$ cat src/rtl/mealy_step_fsm.sv
// Push-button stepped Mealy FSM: synchronised, optionally debounced button edge advances state.
// Define MEALY_STEP_FSM_DEBOUNCE_EN to insert the DEB_CYCLES debounce filter after the synchroniser.
module mealy_step_fsm #(
  parameter int NUM_STATES = 4,
  parameter int DEB_CYCLES = 16,
  parameter int CNT_W      = 8,
  localparam int STATE_W   = ($clog2(NUM_STATES) < 1) ? 1 : $clog2(NUM_STATES)
) (
  input  logic               clk,
  input  logic               rst,
  input  logic               button,
  input  logic [1:0]         sw,
  output logic [STATE_W-1:0] state,
  output logic [1:0]         led,
  output logic               step,
  output logic [CNT_W-1:0]   step_count
);

  localparam logic [STATE_W:0]   NUM_S = (STATE_W + 1)'(NUM_STATES);
  localparam logic [STATE_W-1:0] LAST  = STATE_W'(NUM_STATES - 1);

  logic               sync1_q, sync2_q;
  logic               deb_level;
  logic               deb_prev_q;
  logic               trigger;
  logic [STATE_W-1:0] state_q, state_d;
  logic [STATE_W-1:0] next_state;
  logic               state_invalid;
  logic [1:0]         led_q, led_d;
  logic               step_q, step_d;
  logic [CNT_W-1:0]   step_count_q, step_count_d;

  always_ff @(posedge clk) begin
    if (rst) begin
      sync1_q <= 1'b0;
      sync2_q <= 1'b0;
    end else begin
      sync1_q <= button;
      sync2_q <= sync1_q;
    end
  end

`ifdef MEALY_STEP_FSM_DEBOUNCE_EN
  localparam int DEB_W = ($clog2(DEB_CYCLES) < 1) ? 1 : $clog2(DEB_CYCLES);

  logic             deb_level_q, deb_level_d;
  logic [DEB_W-1:0] deb_cnt_q, deb_cnt_d;

  // Count consecutive disagreeing cycles; flip the level on the DEB_CYCLES-th one.
  always_comb begin
    deb_level_d = deb_level_q;
    deb_cnt_d   = '0;
    if (sync2_q != deb_level_q) begin
      if (deb_cnt_q == DEB_W'(DEB_CYCLES - 1)) begin
        deb_level_d = ~deb_level_q;
      end else begin
        deb_cnt_d = deb_cnt_q + 1'b1;
      end
    end
  end

  always_ff @(posedge clk) begin
    if (rst) begin
      deb_level_q <= 1'b0;
      deb_cnt_q   <= '0;
    end else begin
      deb_level_q <= deb_level_d;
      deb_cnt_q   <= deb_cnt_d;
    end
  end

  assign deb_level = deb_level_q;
`else
  assign deb_level = sync2_q;
`endif

  assign trigger       = deb_level & ~deb_prev_q;
  assign state_invalid = ({1'b0, state_q} >= NUM_S);

  always_comb begin
    next_state = '0;
    if (state_invalid) begin
      next_state = '0;
    end else if (state_q == '0) begin
      next_state = STATE_W'(1);
    end else if (state_q == LAST) begin
      next_state = sw[1] ? state_q : '0;
    end else if (sw[0]) begin
      next_state = state_q + 1'b1;
    end else begin
      next_state = state_q - 1'b1;
    end
  end

  // Illegal encodings recover to 0 silently; a legal hold transition still pulses step.
  always_comb begin
    state_d      = state_q;
    step_d       = 1'b0;
    step_count_d = step_count_q;
    led_d        = {next_state > state_q, next_state != state_q};
    if (state_invalid) begin
      state_d = '0;
    end else if (trigger) begin
      state_d = next_state;
      step_d  = 1'b1;
      if (step_count_q != {CNT_W{1'b1}}) begin
        step_count_d = step_count_q + 1'b1;
      end
    end
  end

  always_ff @(posedge clk) begin
    if (rst) begin
      deb_prev_q   <= 1'b0;
      state_q      <= '0;
      led_q        <= 2'b00;
      step_q       <= 1'b0;
      step_count_q <= '0;
    end else begin
      deb_prev_q   <= deb_level;
      state_q      <= state_d;
      led_q        <= led_d;
      step_q       <= step_d;
      step_count_q <= step_count_d;
    end
  end

  assign state      = state_q;
  assign led        = led_q;
  assign step       = step_q;
  assign step_count = step_count_q;

endmodule

$ cat config.mk
export PLATFORM = sky130hd
export DESIGN_NAME = mealy_step_fsm
export DESIGN_NICKNAME = d
export VERILOG_FILES = /design/src/rtl/mealy_step_fsm.sv
export SDC_FILE = /design/constraint.sdc
export NUM_CORES = 1
export LEC_CHECK = 0
export CAP_MARGIN = 5
export CORE_UTILIZATION = 47
export CTS_CLUSTER_DIAMETER = 40
export DETAILED_ROUTE_END_ITERATION = 6
export PLACE_DENSITY_LB_ADDON = 0.25
export SLEW_MARGIN = 20
export SYNTH_ARGS = -nofsm -noshare
export SYNTH_HDL_FRONTEND = slang
export SYNTH_SLANG_ARGS = --single-unit
$ cat constraint.sdc
create_clock -name clk -period 1.8 [get_ports clk]
set_clock_uncertainty 0.05 [all_clocks]
set_input_delay 0.36 -clock clk [delete_from_list [all_inputs] [get_ports clk]]
set_output_delay 0.36 -clock clk [all_outputs]
set_load 0.05 [all_outputs]
; Yosys cells after proc, flatten, opt, wreduce, memory -nomap -nowiden
; Index checks and enable logic that the tools add are counted.
[word_totals]
regBits = 16
input_bits = 5
out_inout_bits = 13
wordCells = 23
[classes]
n_addsub = 3
n_lt_le_gt_ge = 1
n_eq_ne = 3
muxes = 5
bitwise_logic = 2
n_reduce_logical = 2
[ops]
columns = op, count
row1 = $add A8 B1 Y8 const B, 1
row2 = $mux W2, 4
row3 = $ne A8 B8 Y1 const B, 1
row4 = $add A2 B1 Y2 const B, 1
row5 = $eq A2 B2 Y1 const B, 1
row6 = $gt A2 B2 Y1, 1
row7 = $logic_not A2 Y1, 1
row8 = $ne A2 B2 Y1, 1
row9 = $reduce_and A2 Y1, 1
row10 = $sub A2 B1 Y2 const B, 1
row11 = $and A1 B1 Y1, 1
row12 = $mux W1, 1
row13 = $not A1 Y1, 1

; Depth between registers and ports, before layout
; Gate-level depths: netlist of the first run.
[logic_depth]
ltp_word = 5
depth_mapped = 6
mapped_depth_nobuf = 6

; Worst setup path before layout of the first run
; Ideal clock, no wire load.
[synth_timing]
path_kind = register -> register
start = register state_q[0] (netlist: state[0])
end = register led_q[1] (netlist: led[1])
setup_time_ps = 115
arrival_time_ps = 1746
t_required_ps = 1635
setup_slack_ps = -110
stages_incl_launch_ff = 7
path_buffers = 0
period_less_slack_ps = 1910
cell_sequence = dfxtp_1 > mux2_2 > nand2_1 > nand2_1 > ha_1 > nor2b_1 > o21a_1
[synth_via]
elab_chain_len = 5
elab_cells_between_ends = 9
classes_between = add/sub (2) / order compare (1) / eq/ne (1) / mux (4) / reduce/logical (1)
[synth_lines]
columns = item, line
row1 = from (decl), 26  ; logic [STATE_W-1:0] state_q, state_d;
row2 = from (signal assigned), 121  ; state_q <= state_d;
row3 = $sub A2 B1 Y2 / $add A2 B1 Y2 (equally long branches), "91, 89"
row4 = $mux W2, 88  ; end else if (sw[0]) begin
row5 = $mux W2, 86  ; end else if (state_q == LAST) begin
row6 = $mux W2 *, 84  ; end else if (state_q == '0) begin
row7 = via next_state[1], 27  ; logic [STATE_W-1:0] next_state;
row8 = $gt A2 B2 Y1 *, 100  ; led_d = {next_state > state_q, next_state != state_q};
row9 = to (signal assigned), 122  ; led_q <= led_d;
row10 = to (decl), 29  ; logic [1:0] led_q, led_d;
; Mark *: on every way through the listed nets, which the timed path passes. The rest lies on a longest branch.
; A chain may end at the register's enable or synchronous reset.

; Final worst setup path of the first run
[layout_timing]
start = input sw[1]
end = register led_q[1] (netlist: led[1])
[layout_via]
elab_chain_len = 4
[layout_lines]
columns = item, line
row1 = from (decl), 12  ; input logic [1:0] sw,
row2 = $mux W2, 87  ; next_state = sw[1] ? state_q : '0;
row3 = $mux W2, 86
row4 = $mux W2, 84
row5 = via next_state[1], 27
row6 = $gt A2 B2 Y1, 100
; The timed path passes the listed nets, and every way through them passes these cells.

==> tab_implementation.tex, run 1 <==
\begin{tabular}{lr}
\hline
Metric & Value \\
\hline
\multicolumn{2}{l}{\textbf{Layout}} \\
\quad Synthesis-to-layout area growth & 23.64\% \\
\quad Fin util & 0.6355 \\
\quad Final net count & 105 \\
\quad Fraction of final layout cells with drive strength greater than 1 & 0.3053 \\
\quad Final std cell area, no fill & 968.4 um2 \\
\quad Ant diodes & 0 \\
\quad Fill count & approximately 130 \\
\multicolumn{2}{l}{\textbf{Status}} \\
\quad Outcome & finished clean \\
\multicolumn{2}{l}{\textbf{Power and ir drop}} \\
\quad Internal Pwr Total & slightly below 500 uW \\
\quad Power density relative to cell area & about 680 nW/um2 \\
\quad Switching share of total power & 0.2632 \\
\quad VDD IR max & roughly 540 uV \\
\quad Part of the power in registers & 0.572 \\
\quad Part of the power in the clock network & 0.271 \\
\quad Leak & between 0.3 and 0.4 nW \\
\quad Comb pwr share & 0.157 \\
\quad Total net switching power & between 150 and 200 uW \\
\multicolumn{2}{l}{\textbf{Setup path}} \\
\quad Element type at the critical path end & register \\
\quad Data arrival, critical path & roughly 1.8 ns \\
\quad Category of the most critical setup path & in -> reg \\
\quad Setup crit start kind & input pin \\
\quad CP Cell Sequence & clkdlybuf4s50\_1 -> mux2\_2 -> nand2\_1 -> nand2\_1 -> ha\_1 -> nor2b\_1 -> o21a\_1 \\
\quad Largest stage delay on the critical path & 0.44 ns \\
\quad Highest-delay cell along the critical path & sky130\_fd\_sc\_hd\_\_clkdlybuf4s50\_1 \\
\quad Worst endpoint required time & between 1.5 and 2 ns \\
\quad Cell with the most instances on the worst path & sky130\_fd\_sc\_hd\_\_nand2\_1 \\
\quad Maximum fanout count along the critical path & 2 \\
\multicolumn{2}{l}{\textbf{Route}} \\
\quad Routed Antenna Nets & 0 \\
\quad Via Count & 644 \\
\quad First-pass iteration count of the detailed router & 4 \\
\quad Routed vias/inst & 5.802 \\
\quad Avg WL per Cell & $\sim$14 um \\
\quad Number of design-rule violations left by the first detailed-router iteration & 12 \\
\quad Final wirelength & between 1.5 and 2 mm \\
\quad DR DRC count & 0 \\
\multicolumn{2}{l}{\textbf{Synth}} \\
\quad Async S/R FF share, synth & 0 \\
\quad Most frequent cells after synthesis & sky130\_fd\_sc\_hd\_\_dfxtp\_1, sky130\_fd\_sc\_hd\_\_nor2b\_1, sky130\_fd\_sc\_hd\_\_a21oi\_1, sky130\_fd\_sc\_hd\_\_nor2\_1, sky130\_fd\_sc\_hd\_\_nand2\_1 \\
\quad Portion of the post-synthesis area used by sequential elements & 0.4089 \\
\quad Netlist Area Pre-Place & $\sim$780 um2 \\
\quad Distinct cell type count after synthesis & 32 \\
\quad Flip-flop cell with the highest count after synthesis & sky130\_fd\_sc\_hd\_\_dfxtp\_1 \\
\quad Number of enable flip-flop cells after synthesis & 0 \\
\quad Mean area per synthesized cell & 10.17 um2 \\
\quad Cell taking the most area after synthesis & sky130\_fd\_sc\_hd\_\_dfxtp\_1 \\
\quad Gate count of the mapped netlist & a little under 80 \\
\quad Synthesized net count & 85 \\
\quad Post-synthesis sequential element count & 16 \\
\quad Top post-synthesis cells by area & sky130\_fd\_sc\_hd\_\_dfxtp\_1, sky130\_fd\_sc\_hd\_\_nor2b\_1, sky130\_fd\_sc\_hd\_\_ha\_1, sky130\_fd\_sc\_hd\_\_mux2\_4, sky130\_fd\_sc\_hd\_\_a211oi\_2 \\
\quad Total number of yosys warnings & 0 \\
\quad Cell with the most instances after synthesis & sky130\_fd\_sc\_hd\_\_dfxtp\_1 \\
\quad Proportion of netlist area held by the largest area contributor & 0.4089 \\
\multicolumn{2}{l}{\textbf{Timing}} \\
\quad Least-Margin Pin Slew & 0.3975 ns \\
\quad Final count of hold timing violations & 0 \\
\quad RSZ-0062 raised after global routing & no \\
\quad Hold Worst Slack & between 0.4 and 0.5 ns \\
\quad Post-route fraction of the period consumed by the critical path & 0.9280 \\
\quad Number of pins exceeding their max-slew limit in the final report & 0 \\
\quad Period minus WS final & $\sim$1.7 ns \\
\quad Relative slew slack & 0.7342 \\
\quad Final setup fails & 0 \\
\quad Maximum clock frequency & around 600 MHz \\
\multicolumn{2}{l}{\textbf{GRT}} \\
\quad Sum of overflow across all layers after global routing & 0 \\
\quad Total global-route track usage & 0.1875 \\
\quad Vias in the first global route & just over 600 \\
\quad Pin count of the biggest net entering global routing & 12 \\
\quad Wire length of the first global-routing pass & 2.601 mm \\
\quad Number of antenna violations at the first check in global routing & 0 \\
\multicolumn{2}{l}{\textbf{Floorplan}} \\
\quad Standard-cell rows & 14 \\
\quad Die W & 42.82 um \\
\quad Die Y & 42.82 um \\
\quad Initial core utilization & 0.5140 \\
\quad Placeable core area & $\sim$1500 um2 \\
\quad Die area & approximately 1800 um2 \\
\quad Boundary Pins & 18 \\
\multicolumn{2}{l}{\textbf{Placed design}} \\
\quad Cell area reported after detailed placement & 945.9 um2 \\
\quad Gpl congestion & between 0.7 and 0.8 \\
\quad Placed wire-length estimate & $\sim$1.1 mm \\
\quad Count of input and output buffers & 17 \\
\multicolumn{2}{l}{\textbf{Clocking}} \\
\quad Number of clock buffers inserted by TritonCTS & 3 \\
\quad CTS Root Buffer Type & sky130\_fd\_sc\_hd\_\_clkbuf\_4 \\
\quad Clock latency reported for the late side of the worst-skew pair & between 0.2 and 0.3 ns \\
\quad Number of buffers on the longest clock path & 2 \\
\quad CTS resizes & 0 \\
\quad CTS tree & built \\
\quad Clock sink total & 16 \\
\quad H-tree depth & 1 \\
\quad Number of hold buffers added after CTS & 0 \\
\quad Buffers inserted during post-CTS setup optimization & 0 \\
\quad Register clock-pin slew on the reported worst setup and hold paths & about 0.080 ns \\
\multicolumn{2}{l}{\textbf{Flow run}} \\
\quad Reported max-cap violation count & 0 \\
\multicolumn{2}{l}{\textbf{Hold path}} \\
\quad Class of the most critical hold timing path & reg -> reg \\
\hline
\end{tabular}
final timing paths:
check	from	endpoint	slack, ns	cells past startpoint
setup / recovery	sw[1]	led[1]$_SDFF_PP0_	0.13	7
hold / removal	sync1_q$_SDFF_PP0_	deb_level$_SDFF_PP0_	0.40	1
setup reg to reg	state[0]$_SDFFE_PP0P_	led[1]$_SDFF_PP0_	0.20	6
hold reg to reg	sync1_q$_SDFF_PP0_	deb_level$_SDFF_PP0_	0.40	1
stage by stage:
stage / setup TNS, ns / power (mW) / setup WS (ns) / std cells
floorplan: 0 / 0.4554 / 0.06977 / 77
global placement: -0.07933 / 0.4845 / -0.07933 / 108
detailed placement: -0.1545 / 0.4875 / -0.1444 / 108
CTS: 0 / 0.6641 / 0.1575 / 111
global route: 0 / 0.6905 / 0.06828 / 111
finish: 0 / 0.6575 / 0.1296 / 111
state kept, by name (all words and copies together), names as in the netlist:
signal	cells
deb_prev_q	1
step	1
sync1_q	1
step_count	8
deb_level	1
led	2
state	2
layer usage:
layer | vias to the layer above | share of wire | GRT usage
met5 | - | 0 | 0
met4 | 0 | 0 | 0.1125
met3 | 0 | 0.038 | 0.03830
met2 | 16 | 0.48 | 0.3121
met1 | 304 | 0.48 | 0.2178
li1 | 324 | - | -
cells in the final DEF, fill, tap and decap left out, types with 2 or more instances in the layout:
cell type / netlist / final
sky130_fd_sc_hd__nand3_1: 2 / 2
sky130_fd_sc_hd__a211oi_1: 3 / 3
sky130_fd_sc_hd__nor2b_1: 7 / 7
sky130_fd_sc_hd__buf_4: 1 / 13
sky130_fd_sc_hd__mux2_4: 2 / 2
sky130_fd_sc_hd__clkdlybuf4s50_1: 0 / 4
sky130_fd_sc_hd__nand4b_1: 2 / 2
sky130_fd_sc_hd__a21oi_1: 5 / 5
sky130_fd_sc_hd__dfxtp_1: 16 / 15
sky130_fd_sc_hd__nor2_1: 5 / 5
sky130_fd_sc_hd__clkbuf_4: 0 / 3
sky130_fd_sc_hd__ha_1: 3 / 3
sky130_fd_sc_hd__nor3_1: 3 / 3
sky130_fd_sc_hd__nand2_1: 4 / 4
sky130_fd_sc_hd__a41oi_1: 2 / 2
sky130_fd_sc_hd__a211oi_2: 2 / 2
sky130_fd_sc_hd__nand2b_1: 3 / 3
area by class of cell:
| class | count | area (um2) | share of cell area |
|---|---|---|---|
| Tap cell | 16 | 20.02 | 0.02067 |
| Clock buffer | 3 | 22.52 | 0.02326 |
| Multi-Input combinational cell | 57 | 442.9 | 0.4574 |
| Sequential cell | 16 | 321.6 | 0.3320 |
| Timing Repair Buffer | 18 | 157.7 | 0.1628 |
| Inverter | 1 | 3.754 | 0.003876 |
critical path: cells and delay by family:
family / cells / cell delay (ns)
adder cells (fa/ha/maj): 1 / 0.28
multiplexers: 1 / 0.29
AO/OA/AOI/OAI: 1 / 0.16
AND/OR/NAND/NOR: 3 / 0.28
buffers and inverters: 1 / 0.44
logic make-up (layout without fill, tap and decap cells):
kind of cell               after synthesis  in the layout  synth area share
DFF                                     16             16            0.4089
muxes                                    5              5           0.07987
AOI/OAI and AO/OA                       16             16            0.1566
and+or+nand+nor                         33             33            0.2811
buffers and inverters                    4             22           0.02555
adders and majority gates                3              3           0.04793
power groups by stage:
stage	Combinational, mW	Clock (mW)	Sequential, mW
after floorplan	0.0376	0	0.418
after global routing	0.111	0.202	0.378
after CTS	0.103	0.184	0.376
final	0.103	0.178	0.376
after global placement	0.101	0	0.384
after detailed placement	0.103	0	0.384
(Power assumes the default switching activity.)
==> run 2: changes to the inputs <==
SETUP_SLACK_MARGIN = 0.3   (was not set)
==> run 2 against run 1 <==
Compared with the run above: worst setup slack gained 0.19 ns; first-iteration DRC count shrank 8.3%; die area is the same; count of clock-buffer cells in the layout grew 1; via count grew 0.78%; non-clock buffer count grew 4; cell count grew 4.5%; global-route usage shrank 0.82 points; sequential power shrank 1%.
==> tab_implementation.tex, run 2 (same netlist as run 1, synthesis figures left out) <==
\begin{tabular}{lr}
\hline
Metric & Value \\
\hline
\multicolumn{2}{l}{\textbf{Setup path}} \\
\quad Data arrival, critical path & 1.61 ns (-0.19 ns) \\
\quad Critical R2R Launch & step\_count[1]\$\_SDFFE\_PP0P\_ \\
\quad Minimum setup slack among reg-to-reg paths & 0.32 ns (+0.12 ns) \\
\quad Setup crit start kind & register \\
\quad Element type at the critical path end & register \\
\quad Worst endpoint required time & 1.93 ns (about the same) \\
\quad Number of cells on the worst reg-to-reg path & 4 (-2) \\
\quad Capture instance of the worst register-to-register path & step\_count[5]\$\_SDFFE\_PP0P\_ \\
\quad Worst setup path endpoint & step\_count[5]\$\_SDFFE\_PP0P\_ \\
\quad Category of the most critical setup path & reg -> reg \\
\quad Maximum fanout count along the critical path & 5 (+3) \\
\quad Critical Path Start & step\_count[1]\$\_SDFFE\_PP0P\_ \\
\multicolumn{2}{l}{\textbf{Route}} \\
\quad Routed vias/inst & 5.595 (-3.6\%) \\
\quad Wire length on met3 & 54 um (-6.9\%) \\
\quad Avg WL per Cell & 12.81 um (-6.6\%) \\
\quad M1 wire length & 714 um (-2.6\%) \\
\quad Number of design-rule violations left by the first detailed-router iteration & 11 (-1) \\
\quad Via Count & 649 (+0.78\%) \\
\quad Length of routed met2 wiring & 707 um (-3.4\%) \\
\quad First-pass iteration count of the detailed router & 4 (unchanged) \\
\quad Routed Antenna Nets & 0 (unchanged) \\
\quad DR DRC count & 0 (unchanged) \\
\quad Top layer reached by signal wires & met4 \\
\quad Final wirelength & 1.486 mm (-2.4\%) \\
\multicolumn{2}{l}{\textbf{Timing}} \\
\quad Final count of hold timing violations & 0 (unchanged) \\
\quad Relative slew slack & 0.8003 (+0.06612) \\
\quad Maximum clock frequency & 674.5 MHz (+13\%) \\
\quad Period minus WS final & 1.483 ns (-0.1879 ns) \\
\quad Worst Slack Setup Final & 0.3175 ns (+0.1879 ns) \\
\quad RSZ-0062 raised after global routing & yes \\
\quad Final setup fails & 0 (unchanged) \\
\quad Post-route fraction of the period consumed by the critical path & 0.8236 (-0.1044) \\
\quad Number of pins exceeding their max-slew limit in the final report & 0 (unchanged) \\
\quad Least-Margin Pin Slew & 0.2977 ns (-0.09973 ns) \\
\multicolumn{2}{l}{\textbf{GRT}} \\
\quad Vias in the first global route & 567 (-8.5\%) \\
\quad Number of antenna violations at the first check in global routing & 0 (unchanged) \\
\quad Total global-route track usage & 0.1793 (-0.008171) \\
\quad Wire length of the first global-routing pass & 2.490 mm (-4.3\%) \\
\quad Sum of overflow across all layers after global routing & 0 (unchanged) \\
\quad Pin count of the biggest net entering global routing & 10 (-2) \\
\multicolumn{2}{l}{\textbf{Clocking}} \\
\quad Number of clock buffers inserted by TritonCTS & 3 (unchanged) \\
\quad Number of hold buffers added after CTS & 0 (unchanged) \\
\quad H-tree depth & 1 (unchanged) \\
\quad Register clock-pin slew on the reported worst setup and hold paths & 0.10 ns (+0.02 ns) \\
\quad Clock latency reported for the late side of the worst-skew pair & 0.28 ns (about the same) \\
\quad CTS tree & built \\
\quad CTS Root Buffer Type & sky130\_fd\_sc\_hd\_\_clkbuf\_4 \\
\quad Number of buffers on the longest clock path & 2 (unchanged) \\
\quad Clock sink total & 16 (unchanged) \\
\multicolumn{2}{l}{\textbf{Power and ir drop}} \\
\quad Overall power consumption & 682.0 uW (+3.7\%) \\
\quad Leak & 0.4127 nW (+8.0\%) \\
\quad VDD IR max & 496.3 uV (-8.0\%) \\
\quad Power density relative to cell area & 660.7 nW/um2 (-2.7\%) \\
\multicolumn{2}{l}{\textbf{Floorplan}} \\
\quad Die W & 42.82 um (unchanged) \\
\quad Boundary Pins & 18 (unchanged) \\
\quad Placeable core area & 1524 um2 (unchanged) \\
\quad Initial core utilization & 0.5140 (unchanged) \\
\quad Die area & 1834 um2 (unchanged) \\
\quad Die Y & 42.82 um (unchanged) \\
\quad Standard-cell rows & 14 (unchanged) \\
\multicolumn{2}{l}{\textbf{Hold path}} \\
\quad Class of the most critical hold timing path & reg -> reg \\
\multicolumn{2}{l}{\textbf{Placed design}} \\
\quad Inst Count DP & 109 (+0.93\%) \\
\quad Pre-CTS WS & -0.1084 ns (+0.03602 ns) \\
\quad Placed wire-length estimate & 1.115 mm (+4.4\%) \\
\quad Cell area reported after detailed placement & 968.4 um2 (+2.4\%) \\
\quad Count of input and output buffers & 17 (unchanged) \\
\quad Gpl congestion & 0.7963 (+2.0\%) \\
\multicolumn{2}{l}{\textbf{Layout}} \\
\quad Synthesis-to-layout area growth & 31.79\% \\
\quad Final net count & 109 (+3.8\%) \\
\quad Post-route non-filler standard cell count & 116 (+4.5\%) \\
\quad Ant diodes & 0 (unchanged) \\
\quad Final std cell area, no fill & 1032 um2 (+6.6\%) \\
\quad Highest-count cells in the layout ignoring fill and taps & sky130\_fd\_sc\_hd\_\_buf\_4, sky130\_fd\_sc\_hd\_\_nor2b\_1, sky130\_fd\_sc\_hd\_\_dfxtp\_2, sky130\_fd\_sc\_hd\_\_dfxtp\_1 \\
\quad Most frequent standard cell in the layout excluding fill and tap cells & sky130\_fd\_sc\_hd\_\_buf\_4 \\
\quad Number of flip-flops in the largest register & 8 (unchanged) \\
\quad Fraction of final layout cells with drive strength greater than 1 & 0.4400 (+0.1347) \\
\multicolumn{2}{l}{\textbf{Flow run}} \\
\quad Reported max-cap violation count & 0 (unchanged) \\
\multicolumn{2}{l}{\textbf{Status}} \\
\quad Outcome & finished clean \\
\hline
\end{tabular}
==> run 2: through the flow <==
stage	hold WS [ns]	setup TNS (ns)	utilization
6_report	0.3996	0	0.6773
5_1_grt	0.4164	0	0.6773
4_1_cts	0.4081	0	0.6609
3_5_place_dp	0.3890	-0.1084	0.6355
3_3_place_gp	0.3688	-0.07697	0.6355
2_1_floorplan	0.3638	0	-
==> run 2: metal layers <==
metal / GRT usage / vias to the layer above
met3: 0.03830 / 2
met1: 0.2228 / 298
li1: - / 335
met2: 0.2970 / 14
met5: 0 / -
met4: 0.07500 / 0
==> run 2: layout make-up <==
| type | count | area, um2 |
|---|---|---|
| multi-input combinational | 57 | 469.2 |
| timing repair buffer | 22 | 172.7 |
| fill | 132 | 491.7 |
| inverter | 1 | 3.754 |
| sequential | 16 | 340.3 |
| tap | 16 | 20.02 |
| clock buffer | 4 | 26.28 |
==> run 2: power breakdown <==
| group | internal (mW) | switching, mW |
|---|---|---|
| clock | 0.0860 | 0.114 |
| sequential | 0.364 | 0.00837 |
| combinational | 0.0445 | 0.0645 |
| total | 0.495 | 0.187 |
==> run 2: worst min path at each step <==
stage / startpoint / end / slack [ns] / cells after the start
after global placement: sync1_q$_SDFF_PP0_ / deb_level$_SDFF_PP0_ / 0.37 / 1
after floorplan: sync1_q$_SDFF_PP0_ / deb_level$_SDFF_PP0_ / 0.36 / 1
final: sync1_q$_SDFF_PP0_ / deb_level$_SDFF_PP0_ / 0.40 / 1
after global routing: sync1_q$_SDFF_PP0_ / deb_level$_SDFF_PP0_ / 0.42 / 1
after CTS: sync1_q$_SDFF_PP0_ / deb_level$_SDFF_PP0_ / 0.41 / 1
after detailed placement: sync1_q$_SDFF_PP0_ / deb_level$_SDFF_PP0_ / 0.39 / 1
==> run 2: critical path, stage by stage (launching register included) <==
cell,delay (ns)
sky130_fd_sc_hd__dfxtp_4,0.38
sky130_fd_sc_hd__ha_4,0.17
sky130_fd_sc_hd__and3_4,0.20
sky130_fd_sc_hd__a211oi_4,0.26
sky130_fd_sc_hd__mux2_4,0.32
==> run 2: repair_timing <==
action,4_1_cts,5_1_grt
resized for setup,3,1
pin swaps,0,1
setup buffers,1,2
endpoints found under the setup margin,2,3
